## config.mk

```make
export PLATFORM = sky130hd
export DESIGN_NAME = video_pattern_gen_flat
export DESIGN_NICKNAME = d
export VERILOG_FILES = /design/src/rtl/video_pattern_gen_if.sv /design/src/rtl/video_pattern_gen.sv /design/src/flat_wrapper.sv
export SDC_FILE = /design/constraint.sdc
export NUM_CORES = 1
export LEC_CHECK = 0
export ABC_CLOCK_PERIOD_IN_PS = 3500
export CAP_MARGIN = 20
export CORE_ASPECT_RATIO = 1.25
export CORE_UTILIZATION = 60
export CTS_CLUSTER_SIZE = 14
export DETAILED_ROUTE_END_ITERATION = 10
export PLACE_DENSITY = 0.95
export SETUP_SLACK_MARGIN = 0.1
export SYNTH_ARGS = -nofsm -noshare
export SYNTH_HDL_FRONTEND = slang
export SYNTH_SLANG_ARGS = --single-unit
```

## constraint.sdc

```tcl
create_clock -name clk -period 3.5 [get_ports clk]
set_clock_uncertainty 0.2 [all_clocks]
set_input_delay 0.525 -clock clk [delete_from_list [all_inputs] [get_ports clk]]
set_output_delay 0.525 -clock clk [all_outputs]
set_load 0.01 [all_outputs]
```

## src/rtl/video_pattern_gen_if.sv

```systemverilog
// Video source bundle: run request and pattern select in, framing and pixel data out.
// The generator drives through the master modport; a sink or bench uses slave.
interface video_pattern_gen_if #(
  parameter int DATA_W = 10
) ();
  logic              enable;
  logic [2:0]        mode;
  logic              busy;
  logic              frame_start;
  logic [15:0]       frame_cnt;
  logic              de;
  logic [DATA_W-1:0] data;
  logic              hsync;
  logic              vsync;
  logic              lv;
  logic              fv;

  modport master (
    input  enable, mode,
    output busy, frame_start, frame_cnt, de, data, hsync, vsync, lv, fv
  );

  modport slave (
    output enable, mode,
    input  busy, frame_start, frame_cnt, de, data, hsync, vsync, lv, fv
  );
endinterface

```

## src/rtl/video_pattern_gen.sv

```systemverilog
// Raster test-pattern source: WAIT/IDLE/RUN sequencer with pixel/line counters
// and registered DE/sync/LV/FV framing plus a frame-latched pixel pattern.
module video_pattern_gen #(
  parameter int DATA_W    = 10,
  parameter int H_ACTIVE  = 640,
  parameter int H_FP      = 48,
  parameter int H_SYNC    = 32,
  parameter int H_BP      = 110,
  parameter int V_ACTIVE  = 400,
  parameter int V_FP      = 10,
  parameter int V_SYNC    = 44,
  parameter int V_BP      = 20,
  parameter int CHK_LOG2  = 4,
  parameter int START_DLY = 128
) (
  input  logic                clk,
  input  logic                rstn,
  video_pattern_gen_if.master vid_io
);

  localparam int H_TOTAL = H_ACTIVE + H_FP + H_SYNC + H_BP;
  localparam int V_TOTAL = V_ACTIVE + V_FP + V_SYNC + V_BP;
  localparam int HW      = $clog2(H_TOTAL);
  localparam int VW      = $clog2(V_TOTAL);
  localparam int DW      = (START_DLY > 1) ? $clog2(START_DLY) : 1;
  localparam int BAR_W   = H_ACTIVE >> 3;

  localparam logic [HW-1:0] H_LAST   = HW'(H_TOTAL - 1);
  localparam logic [HW-1:0] H_ACT    = HW'(H_ACTIVE);
  localparam logic [HW-1:0] HS_FIRST = HW'(H_ACTIVE + H_FP);
  localparam logic [HW-1:0] HS_LAST  = HW'(H_ACTIVE + H_FP + H_SYNC - 1);
  localparam logic [HW-1:0] BAR_LAST = HW'(BAR_W - 1);
  localparam logic [VW-1:0] V_LAST   = VW'(V_TOTAL - 1);
  localparam logic [VW-1:0] V_ACT    = VW'(V_ACTIVE);
  localparam logic [VW-1:0] VS_FIRST = VW'(V_ACTIVE + V_FP);
  localparam logic [VW-1:0] VS_LAST  = VW'(V_ACTIVE + V_FP + V_SYNC - 1);
  localparam logic [DW-1:0] DLY_LAST = DW'(START_DLY - 1);
  localparam logic [DATA_W-1:0] MAX  = {DATA_W{1'b1}};

  typedef enum logic [1:0] {
    ST_WAIT = 2'd0,
    ST_IDLE = 2'd1,
    ST_RUN  = 2'd2
  } state_e;

  state_e            state_q, state_d;
  logic [DW-1:0]     dly_q, dly_d;
  logic [HW-1:0]     px_q, px_d;
  logic [VW-1:0]     ln_q, ln_d;
  logic [HW-1:0]     bar_cnt_q, bar_cnt_d;
  logic [2:0]        bar_q, bar_d;
  logic [2:0]        mode_q, mode_d;
  logic [15:0]       frame_cnt_q, frame_cnt_d;

  logic              de_q, de_d;
  logic              hs_q, hs_d;
  logic              vs_q, vs_d;
  logic              lv_q, fv_q;
  logic              fs_q, fs_d;
  logic              busy_q, busy_d;
  logic [DATA_W-1:0] data_q, data_d;
  logic [DATA_W-1:0] pat_s;
  logic              chk_s;

  // State register: sequencer state, raster counters, latched mode and frame count.
  always_ff @(posedge clk) begin
    if (!rstn) begin
      state_q     <= ST_WAIT;
      dly_q       <= '0;
      px_q        <= '0;
      ln_q        <= '0;
      bar_cnt_q   <= '0;
      bar_q       <= 3'd0;
      mode_q      <= 3'd0;
      frame_cnt_q <= 16'd0;
    end else begin
      state_q     <= state_d;
      dly_q       <= dly_d;
      px_q        <= px_d;
      ln_q        <= ln_d;
      bar_cnt_q   <= bar_cnt_d;
      bar_q       <= bar_d;
      mode_q      <= mode_d;
      frame_cnt_q <= frame_cnt_d;
    end
  end

  // Next-state logic: startup delay, frame-boundary enable sampling, raster stepping.
  always_comb begin
    state_d     = state_q;
    dly_d       = dly_q;
    px_d        = px_q;
    ln_d        = ln_q;
    bar_cnt_d   = bar_cnt_q;
    bar_d       = bar_q;
    mode_d      = mode_q;
    frame_cnt_d = frame_cnt_q;
    case (state_q)
      ST_WAIT: begin
        if (dly_q == DLY_LAST) begin
          state_d = ST_IDLE;
          dly_d   = '0;
        end else begin
          dly_d = dly_q + DW'(1);
        end
      end
      ST_IDLE: begin
        if (vid_io.enable) begin
          state_d   = ST_RUN;
          px_d      = '0;
          ln_d      = '0;
          bar_cnt_d = '0;
          bar_d     = 3'd0;
          mode_d    = vid_io.mode;
        end else begin
          state_d = ST_IDLE;
        end
      end
      ST_RUN: begin
        if (px_q == H_LAST) begin
          px_d      = '0;
          bar_cnt_d = '0;
          bar_d     = 3'd0;
          if (ln_q == V_LAST) begin
            ln_d        = '0;
            frame_cnt_d = frame_cnt_q + 16'd1;
            if (vid_io.enable) begin
              mode_d = vid_io.mode;
            end else begin
              state_d = ST_IDLE;
            end
          end else begin
            ln_d = ln_q + VW'(1);
          end
        end else begin
          px_d = px_q + HW'(1);
          // Bar index steps every BAR_W pixels and parks on bar 7 for the remainder.
          if (bar_cnt_q == BAR_LAST) begin
            bar_cnt_d = '0;
            bar_d     = (bar_q == 3'd7) ? 3'd7 : bar_q + 3'd1;
          end else begin
            bar_cnt_d = bar_cnt_q + HW'(1);
          end
        end
      end
      default: begin
        state_d = ST_WAIT;
        dly_d   = '0;
      end
    endcase
  end

  assign chk_s = 1'((32'(px_q) >> CHK_LOG2) ^ (32'(ln_q) >> CHK_LOG2));

  // Output logic: framing decode and pattern select from the current counters.
  always_comb begin
    case (mode_q)
      3'd0:    pat_s = MAX >> bar_q;
      3'd1:    pat_s = DATA_W'(px_q);
      3'd2:    pat_s = chk_s ? MAX : '0;
      3'd3:    pat_s = DATA_W'(frame_cnt_q);
      3'd4:    pat_s = DATA_W'(ln_q);
      default: pat_s = '0;
    endcase
    if (state_q == ST_RUN) begin
      busy_d = 1'b1;
      de_d   = (px_q < H_ACT) && (ln_q < V_ACT);
      hs_d   = (px_q >= HS_FIRST) && (px_q <= HS_LAST);
      vs_d   = (ln_q >= VS_FIRST) && (ln_q <= VS_LAST);
      fs_d   = (px_q == '0) && (ln_q == '0);
    end else begin
      busy_d = 1'b0;
      de_d   = 1'b0;
      hs_d   = 1'b0;
      vs_d   = 1'b0;
      fs_d   = 1'b0;
    end
    if (de_d) begin
      data_d = pat_s;
    end else begin
      data_d = '0;
    end
  end

  // Output registers: one cycle behind the counters; LV/FV idle high.
  always_ff @(posedge clk) begin
    if (!rstn) begin
      de_q   <= 1'b0;
      hs_q   <= 1'b0;
      vs_q   <= 1'b0;
      lv_q   <= 1'b1;
      fv_q   <= 1'b1;
      fs_q   <= 1'b0;
      busy_q <= 1'b0;
      data_q <= '0;
    end else begin
      de_q   <= de_d;
      hs_q   <= hs_d;
      vs_q   <= vs_d;
      lv_q   <= ~hs_d;
      fv_q   <= ~vs_d;
      fs_q   <= fs_d;
      busy_q <= busy_d;
      data_q <= data_d;
    end
  end

  assign vid_io.de          = de_q;
  assign vid_io.data        = data_q;
  assign vid_io.hsync       = hs_q;
  assign vid_io.vsync       = vs_q;
  assign vid_io.lv          = lv_q;
  assign vid_io.fv          = fv_q;
  assign vid_io.frame_start = fs_q;
  assign vid_io.busy        = busy_q;
  assign vid_io.frame_cnt   = frame_cnt_q;

endmodule

```

## src/flat_wrapper.sv

```systemverilog
// flat-port wrapper written by rule: the top's interface ports become plain ports
module video_pattern_gen_flat 
#(
  parameter int DATA_W    = 10,
  parameter int H_ACTIVE  = 640,
  parameter int H_FP      = 48,
  parameter int H_SYNC    = 32,
  parameter int H_BP      = 110,
  parameter int V_ACTIVE  = 400,
  parameter int V_FP      = 10,
  parameter int V_SYNC    = 44,
  parameter int V_BP      = 20,
  parameter int CHK_LOG2  = 4,
  parameter int START_DLY = 128
)
  (clk, rstn, vid_io_enable, vid_io_mode, vid_io_busy, vid_io_frame_start, vid_io_frame_cnt, vid_io_de, vid_io_data, vid_io_hsync, vid_io_vsync, vid_io_lv, vid_io_fv);
  video_pattern_gen_if #(.DATA_W(DATA_W)) vid_io_i ();
  input  logic clk;
  input  logic rstn;
  input wire logic [$bits(vid_io_i.enable)-1:0] vid_io_enable;
  input wire logic [$bits(vid_io_i.mode)-1:0] vid_io_mode;
  output wire logic [$bits(vid_io_i.busy)-1:0] vid_io_busy;
  output wire logic [$bits(vid_io_i.frame_start)-1:0] vid_io_frame_start;
  output wire logic [$bits(vid_io_i.frame_cnt)-1:0] vid_io_frame_cnt;
  output wire logic [$bits(vid_io_i.de)-1:0] vid_io_de;
  output wire logic [$bits(vid_io_i.data)-1:0] vid_io_data;
  output wire logic [$bits(vid_io_i.hsync)-1:0] vid_io_hsync;
  output wire logic [$bits(vid_io_i.vsync)-1:0] vid_io_vsync;
  output wire logic [$bits(vid_io_i.lv)-1:0] vid_io_lv;
  output wire logic [$bits(vid_io_i.fv)-1:0] vid_io_fv;
  assign vid_io_i.enable = vid_io_enable;
  assign vid_io_i.mode = vid_io_mode;
  assign vid_io_busy = vid_io_i.busy;
  assign vid_io_frame_start = vid_io_i.frame_start;
  assign vid_io_frame_cnt = vid_io_i.frame_cnt;
  assign vid_io_de = vid_io_i.de;
  assign vid_io_data = vid_io_i.data;
  assign vid_io_hsync = vid_io_i.hsync;
  assign vid_io_vsync = vid_io_i.vsync;
  assign vid_io_lv = vid_io_i.lv;
  assign vid_io_fv = vid_io_i.fv;
  video_pattern_gen #(.DATA_W(DATA_W), .H_ACTIVE(H_ACTIVE), .H_FP(H_FP), .H_SYNC(H_SYNC), .H_BP(H_BP), .V_ACTIVE(V_ACTIVE), .V_FP(V_FP), .V_SYNC(V_SYNC), .V_BP(V_BP), .CHK_LOG2(CHK_LOG2), .START_DLY(START_DLY)) u_core (.clk(clk), .rstn(rstn), .vid_io(vid_io_i));
endmodule
```

## Word level (Yosys, flattened, before mapping)

Index checks and enable logic that the tools add are counted.
W data, S select, Z words.

- Reductions and logical operators: 18
- Mux-type cells: 33
- Shifts and indexed selects: 1
- Equality and inequality tests: 17
- Bitwise gates (word level): 3
- $add $sub $neg: 6
- Order comparisons: 6

Operator list:

| operator | count |
|---|---|
| $mux W10 | 5 |
| $pmux W10 S5 | 1 |
| $pmux W10 S2 | 2 |
| $mux W9 | 3 |
| $mux W3 | 7 |
| $add A10 B1 Y10 const B | 2 |
| $pmux W9 S2 | 1 |
| $add A16 B1 Y16 const B | 1 |
| $pmux W7 S2 | 1 |
| $pmux W3 S2 | 2 |
| $reduce_and A3 Y1 | 4 |
| $eq A10 B10 Y1 const B | 1 |
| $eq A10 B7 Y1 const B | 1 |
| $ge A10 B10 Y1 const B | 1 |
| $le A10 B10 Y1 const B | 1 |
| $logic_not A10 Y1 | 1 |
| $lt A10 B10 Y1 const B | 1 |
| $mux W2 | 5 |
| $shr A10 B3 Y10 const A | 1 |
| $add A9 B1 Y9 const B | 1 |
| $eq A9 B9 Y1 const B | 1 |
| $ge A9 B9 Y1 const B | 1 |
| $le A9 B9 Y1 const B | 1 |
| $logic_not A9 Y1 | 1 |
| 24 further kinds | 38 |

- Word-level logic and storage cells: 100
- Bits in registers: 77
- Input port bits: 6

## Longest topological paths before layout

- Depth after elaboration: 5
- Gate-level depth with buffers: 9

## Worst setup path before layout

OpenSTA, ideal clock, no wires.

- Path type: reg2reg
- From: reg u_core.state_q[0]
- To: reg u_core.bar_q[0]
- Clock period less this slack: 2.365 ns
- Arrival time: 2.040 ns
- Path slack: 1.135 ns
- Setup time: 0.125 ns
- Cell stages (with the launch flop): 10
- Required time: 3.175 ns
- Cells stage by stage: dfxtp_1 inv_1 ha_1 clkbuf_1 inv_1 or3_1 nor2_1 or2_2 clkbuf_1 o22ai_1

- Word-level cells in the longest chain between the ends: 3

Ends and longest elaborated chain:

| what | line | text |
|---|---|---|
| from (decl) | video_pattern_gen.sv:46 | `state_e state_q, state_d;` |
| from (signal assigned) | video_pattern_gen.sv:77 | `state_q <= state_d;` |
| $eq A2 B2 Y1 or $eq A2 B1 Y1 (tied branches) | video_pattern_gen.sv:98 | `case (state_q)` |
| $ne A3 B1 Y1 (no line), or another cell as far along | -- |  |
| $reduce_and A3 Y1 (no line) | -- |  |
| to (signal assigned) | video_pattern_gen.sv:82 | `bar_q <= bar_d;` |
| to (decl) | video_pattern_gen.sv:51 | `logic [2:0] bar_q, bar_d;` |

Several ways; a longest one is shown, not always the timed one.
A chain may end at the register's enable or synchronous reset.

## Worst setup path after layout

- From: reg u_core.px_q[0]
- To: reg u_core.frame_cnt_q[10] (netlist: u_core.vid_io.frame_cnt[10])

- Word-level cells in the longest chain between the ends: 2

Ends and longest elaborated chain:

| what | line | text |
|---|---|---|
| from (decl) | video_pattern_gen.sv:48 | `logic [HW-1:0] px_q, px_d;` |
| from (signal assigned) | video_pattern_gen.sv:79 | `px_q <= px_d;` |
| $eq A10 B10 Y1 | video_pattern_gen.sv:120 | `if (px_q == H_LAST) begin` |
| $reduce_and A3 Y1 (no line) | -- |  |
| to (signal assigned) | video_pattern_gen.sv:84 | `frame_cnt_q <= frame_cnt_d;` |
| to (decl) | video_pattern_gen.sv:53 | `logic [15:0] frame_cnt_q, frame_cnt_d;` |

No other way between the ends.

==> run_results.csv <==
group,metric,value,unit
floorplan,initial_utilization,62.7,%
run_status,outcome,"complete, no violations",
clock_tree,clk_path_buf_depth,2,
setup_path,ff2ff_path_depth,6,
hold_path,hold-path-cell-count,2,
drt,vias,3523,
setup_path,slowest_delay,0.72,ns
hold_path,whs_endpoint,"u_core.dly_q[6]",
setup_path,crit_family,"simple AND/OR/NAND/NOR gates",
floorplan,core,0.00621,mm2
global_routing,grt_max_degree,24,
finish,nFillCells,438,
global_routing,grt_usage,29.1,%
placed_design,dp_hpwl,6700,um
setup_path,worst_ep_arrival_time,2.75,ns
synth,netlist_area,0.00389,mm2
floorplan,die_area,0.00681,mm2
floorplan,chipHeight,92.0,um
clock_tree,clkLatencyLatePin,0.35,ns
clock_tree,numClockSinks,77,
global_routing,grt_pass1_wl,15300,um
synth,synth_edf_count,0,
finish,diodes,0,
sta,setup_violations,0,
synth,ys_ff_latch,77,
synth,synth_commonest_cells,"dfxtp_1, nor2_1, nand2_1",
sta,final-hold-violation-count,0,
synth,syn_nets,493,
sta,setup_tns,0,ns
finish,layout.nets,521,
clock_tree,cts_tree,"built",
synth,ys_seq_area_share,39.6,%
synth,yosysMostFrequentCell,"dfxtp_1",
hold_path,hp-start,"u_core.dly_q[6]",
power_and_ir_drop,ir_worst_vdd,0.316,mV
synth,synth-main-ff-cell,"dfxtp_1",
clock_tree,cts_max_level,3,
synth,syn_avg_cell_area,8.26,um2
sta,whs,0.276,ns
synth,synth.distinct_cells,50,
finish,drive_gt1_share,5.98,%
drt,via_per_inst,6.00,
sta,fin_crit_sh,76.0,%
setup_path,r2r_setup_slack,0.84,ns
drt,drcViolationCount,0,
drt,wl_per_cell,15.9,um
synth,yosysTopAreaCellShare,39.6,%
sta,tightest_slew,0.707,ns
synth,synth_area_leaders,"dfxtp_1, nor2_1, ha_1, xnor2_1, nand2_1",
clock_tree,clkTransAtPathRegs,0.07,ns
clock_tree,ctsRootBufferMaster,"clkbuf_8",
flow_run,cap_violations,0,
setup_path,startpoint_type,"flop",
clock_tree,cts_setup_buffers,0,
synth,async_reset_ff_share,0,%
drt,routed_wl,9340,um
drt,firstDrtPassIters,5,
setup_path,r2r_start,"u_core.px_q[0]",
sta,slew_headroom,52.7,%
sta,period_minus_slack,2.66,ns
sta,rsz0062_at_grt,"no",
sta,report.final.slew_viol_count,0,
setup_path,cp_num_buf_inv,0,
global_routing,antenna_found_initial,0,
placed_design,gp_congestion,0.892,
power_and_ir_drop,p_leak,0.00159,uW
drt,initialDrtViolationCount,294,
setup_path,crit_required,3.59,ns
setup_path,slowest_stage,"or4_1",
clock_tree,hold_buffers,0,
power_and_ir_drop,p_per_area,394,mW/mm2
global_routing,grt_overflow,0,
floorplan,rows,32,
setup_path,worst_setup_path_end_kind,"flop",
sta,max_freq,376,MHz
synth,ys_warn_count,0,
power_and_ir_drop,power.total,1780,uW
floorplan,die_x,74.0,um
placed_design,place.port_buffers,38,
floorplan,ios,39,
synth,netlist_instances,471,
setup_path,r2r_end,"u_core.vid_io.frame_cnt[10]",
drt,ant_nets,0,
clock_tree,cts_resized,0,
setup_path,critPathKind,"reg -> reg",
global_routing,grt_pass1_vias,3347,
setup_path,cp_max_fo,12,
setup_path,crit_chain,"ha_1, and4_1, nand3_1, or4_1, nor4_1, o21bai_1",
finish,area_delta_synth_final,16.0,%
hold_path,min_path_type,"reg -> reg",
clock_tree,cts_buffers,9,
synth,synth.largest_area_cell,"dfxtp_1",
==> registers in the layout, summed over array words and instances (netlist names) <==
signal,count
u_core.vid_io.hsync,1
u_core.dly_q,7
u_core.state_q,2
u_core.vid_io.data,10
u_core.vid_io.vsync,1
u_core.vid_io.de,1
u_core.mode_q,3
u_core.vid_io.lv,1
u_core.vid_io.frame_start,1
u_core.vid_io.busy,1
u_core.ln_q,9
u_core.bar_q,3
u_core.vid_io.frame_cnt,16
u_core.px_q,10
u_core.vid_io.fv,1
u_core.bar_cnt_q,10
==> tightest hold or removal path, delay by kind of cell (launching register included) <==
kind / cells / cell delay [ns]
and+or+nand+nor: 1 / 0.07
AOI/OAI and AO/OA: 1 / 0.04
DFF: 1 / 0.33
==> report_power, final <==
| part | total [uW] | leakage, uW | switching (uW) | internal [uW] |
|---|---|---|---|---|
| Combinational | 145 | 0.000859 | 88.3 | 56.2 |
| Sequential | 911 | 0.000621 | 20.1 | 891 |
| Clock | 723 | 0.000108 | 310 | 413 |
| Total | 1780 | 0.00159 | 418 | 1360 |
==> cells in the final DEF (no fill, tap or decap), types with 2 or more instances in the layout <==
| cell type | instances |
|---|---|
| a22oi_1 | 4 |
| nand4_1 | 10 |
| o211ai_1 | 2 |
| or4_1 | 3 |
| nand2_1 | 40 |
| a31oi_1 | 6 |
| o31ai_1 | 2 |
| bufinv_16 | 2 |
| nand2b_1 | 5 |
| clkbuf_8 | 10 |
| nor4_1 | 11 |
| and4_1 | 3 |
| nor2_1 | 67 |
| nor3_1 | 9 |
| mux2i_1 | 13 |
| or2_2 | 2 |
| or3_1 | 4 |
| mux2_2 | 4 |
| o21bai_1 | 3 |
| o21a_1 | 3 |
| a21oi_1 | 27 |
| ha_1 | 16 |
| o21ai_0 | 15 |
| o22ai_1 | 2 |
| a21o_1 | 3 |
| dfxtp_1 | 77 |
| buf_4 | 5 |
| and2_1 | 3 |
| xnor2_1 | 19 |
| clkdlybuf4s50_1 | 38 |
| xor2_1 | 14 |
| a31o_2 | 2 |
| and3_1 | 11 |
| nor2b_1 | 3 |
| nor4b_1 | 2 |
| nand3_1 | 28 |
| inv_1 | 19 |
==> per-layer routing <==
layer / vias up / global-route usage (%) / routed length (um)
met2: 153 / 49.8 / 4750
li1: 1696 / - / -
met4: 0 / 15.2 / 307
met5: - / 0 / 0
met3: 35 / 4.84 / 564
met1: 1639 / 33.8 / 3710
==> cells by family after synthesis <==
family	after synthesis	share of synthesized area, %
fa+ha+maj	16	5.14
xor+xnor	33	7.43
compound gates	78	12.5
mux	17	4.50
flops	77	39.6
simple gates	205	26.0
buf+inv	45	4.76
==> how the worst max path moves through the flow <==
stage / from / end / slack [ns] / cells past startpoint
after global routing: u_core.px_q[0] / u_core.vid_io.frame_cnt[10] / 0.75 / 6
after detailed placement: vid_io_enable / u_core.ln_q[7] / 0.80 / 6
after CTS: u_core.px_q[0] / u_core.vid_io.frame_cnt[12] / 0.87 / 6
after floorplan: u_core.state_q[0] / u_core.bar_q[0] / 1.13 / 9
final: u_core.px_q[0] / u_core.vid_io.frame_cnt[10] / 0.84 / 6
after global placement: vid_io_enable / u_core.ln_q[7] / 0.87 / 6
==> final cells by class <==
class / count / area (um2) / area share (%)
Clock buffer: 10 / 138 / 3.05
Clock inverter: 4 / 73.8 / 1.64
Inverter: 19 / 71.3 / 1.58
Multi-Input combinational cell: 349 / 2160 / 48.0
Sequential cell: 77 / 1540 / 34.2
Tap cell: 85 / 106 / 2.36
Timing Repair Buffer: 43 / 418 / 9.26
==> stage by stage <==
stage | std cells | cell area, um2 | setup slack, ns | util, %
finish | 587 | 4510 | 0.839 | 72.7
global route | 587 | 4510 | 0.746 | 72.7
CTS | 587 | 4510 | 0.871 | 72.7
detailed placement | 573 | 4300 | 0.804 | 69.3
global placement | 573 | 4300 | 0.869 | 69.3
floorplan | 471 | 3890 | 1.13 | -
(Power assumes the default switching activity.)
